## src/rtl/fetch_sequencer.sv

```systemverilog
// Fetch sequencer: owns the PC, issues one fetch at a time over a req/gnt/rvalid
// handshake and hands instructions to decode through a one-entry buffer.
//
//   state | meaning
//   IDLE  | first cycle after reset, no request
//   REQ   | request at pc while the buffer has room (or drains this cycle)
//   WAIT  | one request outstanding, waiting for rvalid
module fetch_sequencer #(
  parameter logic [31:0] RESET_PC = 32'h0000_0000
) (
  input  logic        clk,
  input  logic        reset,
  output logic        mem_req,
  output logic [31:0] mem_addr,
  input  logic        mem_gnt,
  input  logic        mem_rvalid,
  input  logic [31:0] mem_rdata,
  input  logic        redirect_valid,
  input  logic [31:0] redirect_target,
  input  logic        stall,
  output logic        instr_valid,
  output logic [31:0] instr_out,
  output logic [31:0] instr_pc
);

  typedef enum logic [1:0] {
    IDLE = 2'd0,
    REQ  = 2'd1,
    WAIT = 2'd2
  } state_t;

  state_t      state_q, state_d;
  logic [31:0] pc_q, pc_d;
  logic        discard_q, discard_d;
  logic        valid_d;
  logic [31:0] out_d, ipc_d;
  logic        fire, redirect;
  logic [31:0] target;

  assign mem_addr = pc_q;
  assign target   = redirect_target & 32'hFFFF_FFFC;
  assign redirect = redirect_valid && (state_q != IDLE);
  assign mem_req  = (state_q == REQ) && (!instr_valid || !stall);
  assign fire     = mem_req && mem_gnt;

  always_comb begin
    state_d   = state_q;
    pc_d      = pc_q;
    discard_d = discard_q;
    valid_d   = instr_valid;
    out_d     = instr_out;
    ipc_d     = instr_pc;

    if (instr_valid && !stall) valid_d = 1'b0;

    case (state_q)
      IDLE: state_d = REQ;
      REQ: begin
        if (fire) begin
          state_d = WAIT;
          // request for the old pc is already on its way back
          if (redirect) discard_d = 1'b1;
        end
      end
      WAIT: begin
        if (mem_rvalid) begin
          state_d = REQ;
          if (discard_q) begin
            discard_d = 1'b0;
          end else if (!redirect) begin
            valid_d = 1'b1;
            out_d   = mem_rdata;
            ipc_d   = pc_q;
            pc_d    = pc_q + 32'd4;
          end
        end else if (redirect) begin
          discard_d = 1'b1;
        end
      end
      default: state_d = IDLE;
    endcase

    // redirect flushes the buffer even if decode is stalled
    if (redirect) begin
      pc_d    = target;
      valid_d = 1'b0;
    end
  end

  always_ff @(posedge clk) begin
    if (reset) begin
      state_q     <= IDLE;
      pc_q        <= RESET_PC;
      discard_q   <= 1'b0;
      instr_valid <= 1'b0;
      instr_out   <= 32'h0;
      instr_pc    <= 32'h0;
    end else begin
      state_q     <= state_d;
      pc_q        <= pc_d;
      discard_q   <= discard_d;
      instr_valid <= valid_d;
      instr_out   <= out_d;
      instr_pc    <= ipc_d;
    end
  end

endmodule

```

## config.mk

```make
export PLATFORM = sky130hd
export DESIGN_NAME = fetch_sequencer
export DESIGN_NICKNAME = d
export VERILOG_FILES = /design/src/rtl/fetch_sequencer.sv
export SDC_FILE = /design/constraint.sdc
export NUM_CORES = 1
export LEC_CHECK = 0
export BUFFER_PORTS_ARGS = -buffer_cell sky130_fd_sc_hd__buf_2
export CORE_ASPECT_RATIO = 1.4
export CORE_MARGIN = 4
export CORE_UTILIZATION = 44
export DETAILED_ROUTE_END_ITERATION = 12
export GPL_TIMING_DRIVEN = 0
export HOLD_SLACK_MARGIN = 0.08
export PLACE_DENSITY_LB_ADDON = 0.15
export SYNTH_ARGS = -nofsm -noshare
export SYNTH_HDL_FRONTEND = slang
export SYNTH_SLANG_ARGS = --single-unit
```

## constraint.sdc

```tcl
create_clock -name clk -period 1.9 [get_ports clk]
set_input_delay 0.095 -clock clk [delete_from_list [all_inputs] [get_ports clk]]
set_output_delay 0.095 -clock clk [all_outputs]
set_load 0.05 [all_outputs]
```

==> summary.txt <==
Synth
  – Synth cell types: 47
  – Avg Cell Area, Syn: 7.819 µm²
  – Async SR Flop Fraction: 0%
  – Mapped Area: 4136 µm²
  – Synthesis-stage register bit count: 96
  – Yosys top cell by area: dfxtp_1
  – Register area share after synthesis: 46.46%
  – Synth top cells by count: nand2_1, dfxtp_1, a21oi_1
  – Ys flop type: dfxtp_1
  – Synth area leaders: dfxtp_1, nand2_1, a21oi_1
  – Top cell type's share of synthesized area: 46.46%
  – YS warnings: 0
  – Post-synth EDFFs: 0
  – Most frequent cell after synthesis: nand2_1
  – Gate Count Post-Synth: 529

Clocking
  – CTS tree: done
  – Clk sinks: 96
  – H-tree depth: 3
  – Clock Path Buffers: 2
  – Clk Latency, worst-skew pair: 340 ps
  – Root buffer cell: clkbuf_16
  – Worst-path clk slew: 60 ps
  – CTS buffer count: 9

STA
  – Fmax: 0.5074 GHz
  – Slew HR: 62.20%
  – Fin crit share: 103.7%
  – Final setup TNS: -282.0 ps
  – Period minus WS final: 1971 ps
  – Final Skew: 3.702 ps
  – Final Hold Viols: 0
  – Finish-stage setup viols: 7
  – Worst Max-Slew Pin Slew: 567.0 ps
  – Slew Limit Fails: 0
  – Setup ws final: -70.98 ps
  – RSZ-0062 raised after global routing: true

Pwr
  – P_int: 3.687 mW
  – Switch Pwr: 1.341 mW
  – Share of power burned in registers: 43.1%
  – Logic pwr share: 15.8%
  – Clock power share: 41.1%
  – Max rail drop VDD: 0.5265 mV
  – Power Dens Cells: 780.5 nW/µm²
  – Switching Share: 26.67%
  – Pleak: 2.725 nW

Critical path
  – Crit path DAT: 2200 ps
  – Flop-to-flop setup slack: -70 ps
  – Startpoint types: register
  – Critical Path End Type: register
  – Critical Path RT: 2120 ps
  – Crit-path max FO: 7
  – Setup CP Type: register to register

Die
  – Core ar.: 9080 µm²
  – Rows: 41
  – Starting density of the core: 45.56%
  – Die Width: 89.95 µm
  – Die Ht: 122.7 µm
  – Die Area: 11,040 µm²
  – Ports: 168

Placed design
  – Post-Place Setup Slack: -272.9 ps
  – GPL Wtd Cong: 0.8654
  – Post-DP HPWL: 9.616 mm
  – Port bufs: 159

Route
  – Pre-antenna DRT Iters: 5
  – Detail Route Antenna Nets: 0
  – Routed via count: 4,888
  – DRC violations left: 0
  – Total routed wirelength: 14.64 mm
  – DR iter-0 viols: 338
  – Mean routed wirelength per cell: 16.26 µm
  – Vias per cell: 5.431

Global routing
  – Total global routing overflow: 0
  – Total track usage: 25.48%
  – Antenna violations before repair: 0
  – Number of global-route vias before repair: 4,785
  – Global-route wire length before repair: 23.07 mm
  – Largest net degree at the start of global routing: 16

Finish
  – # nets final: 859
  – # diodes: 0
  – P&R area growth vs syn: 55.72%
  – Core Util, Final: 70.94%
  – Layout cell share with drive strength beyond 1: 32.79%

Job
  – Max cap viols: 0

Run status
  – Status: complete, but fails checks
  – Failing checks: negative setup slack

Hold path
  – Worst min path class: input port to register
critical path, stage by stage (launching register included):
cell and delay [ps]:
dfxtp_4 360, buf_6 110, nand4_1 140, or4_4 640, o31a_1 310, or3_1 290
layout by cell type (no fill, tap or decap), drive strengths merged, types with 2 or more instances in the layout:
cell type,n
buf,199
nand2,143
dfxtp,96
a21oi,69
dlygate4sd3,60
clkbuf,42
nand3,22
o21ai,17
nand4,16
or3,14
nor2,12
or4,10
a31oi,8
nor3,7
o211ai,6
xor2,6
and3,6
inv,6
and4,5
nor4,5
a211oi,4
conb,4
o311ai,4
a311oi,3
nor2b,3
o31a,3
o21a,2
bufinv,2
nand2b,2
power groups by stage:
stage          sequential [mW]  combinational (mW)  clock, mW
6_report                  2.17               0.792       2.07
3_5_place_dp              2.22               0.614          0
3_3_place_gp              2.22               0.607          0
5_1_grt                   2.18               0.842       2.18
4_1_cts                   2.16               0.759       2.10
2_1_floorplan             2.39               0.226          0
flip-flops by register name, indices dropped and copies added, names as in the netlist:
signal,flops
mem_addr,30
instr_out,32
instr_pc,30
state_q,2
discard_q,1
instr_valid,1
timing repair:
action / in CTS / in global routing
buffers inserted: 18 / 11
hold buffers: 60 / 0
endpoints found under the hold margin: 61 / 0
pin swaps: 10 / 13
gates resized for setup: 21 / 30
setup endpoints to repair: 87 / 39
worst paths after layout:
| kind | depth (start not counted) | end | start |
|---|---|---|---|
| min reg2reg | 2 | instr_out[18]$_SDFFE_PP0P_ | instr_out[18]$_SDFFE_PP0P_ |
| max reg2reg | 5 | mem_addr[23]$_SDFFE_PP0P_ | mem_addr[2]$_SDFFE_PP0P_ |
| min | 3 | mem_addr[23]$_SDFFE_PP0P_ | redirect_target[23] |
| max | 5 | mem_addr[23]$_SDFFE_PP0P_ | mem_addr[2]$_SDFFE_PP0P_ |
metrics by stage:
step | total power [mW] | hold slack (ps) | instance area (µm²) | std cells
finish | 5.028 | 78.79 | 6441 | 900
CTS | 5.019 | 82.60 | 6284 | 890
detailed placement | 2.834 | 314.0 | 5159 | 798
global route | 5.197 | 101.7 | 6441 | 900
global placement | 2.823 | 310.8 | 5159 | 798
floorplan | 2.615 | 206.2 | 4229 | 532
cell type report:
type | instances | area (µm²)
Fill cell | 709 | 2639
Multi-Input combinational cell | 387 | 2091
Sequential cell | 96 | 1981
Timing Repair Buffer | 248 | 1642
Clock buffer | 12 | 277.8
Buffer | 41 | 226.5
Tap cell | 107 | 133.9
Clock inverter | 4 | 71.32
Inverter | 5 | 18.77
cell families after synthesis:
logic type,synth area share [%]
AOI/OAI and AO/OA,17.45
xor gates and xnor gates,1.482
adders and majority gates,0.3024
buffers and inverters,5.263
DFF,46.46
other,0.09066
and+or+nand+nor,28.95
per-layer routing:
| layer | vias to the layer above | wire (µm) | global-route usage, % |
|---|---|---|---|
| met4 | 0 | 347 | 10.63 |
| met2 | 224 | 7571 | 45.43 |
| met5 | - | 0 | 0 |
| met3 | 36 | 1008 | 4.905 |
| li1 | 2381 | - | - |
| met1 | 2247 | 5709 | 30.14 |
(Power assumes the default switching activity.)
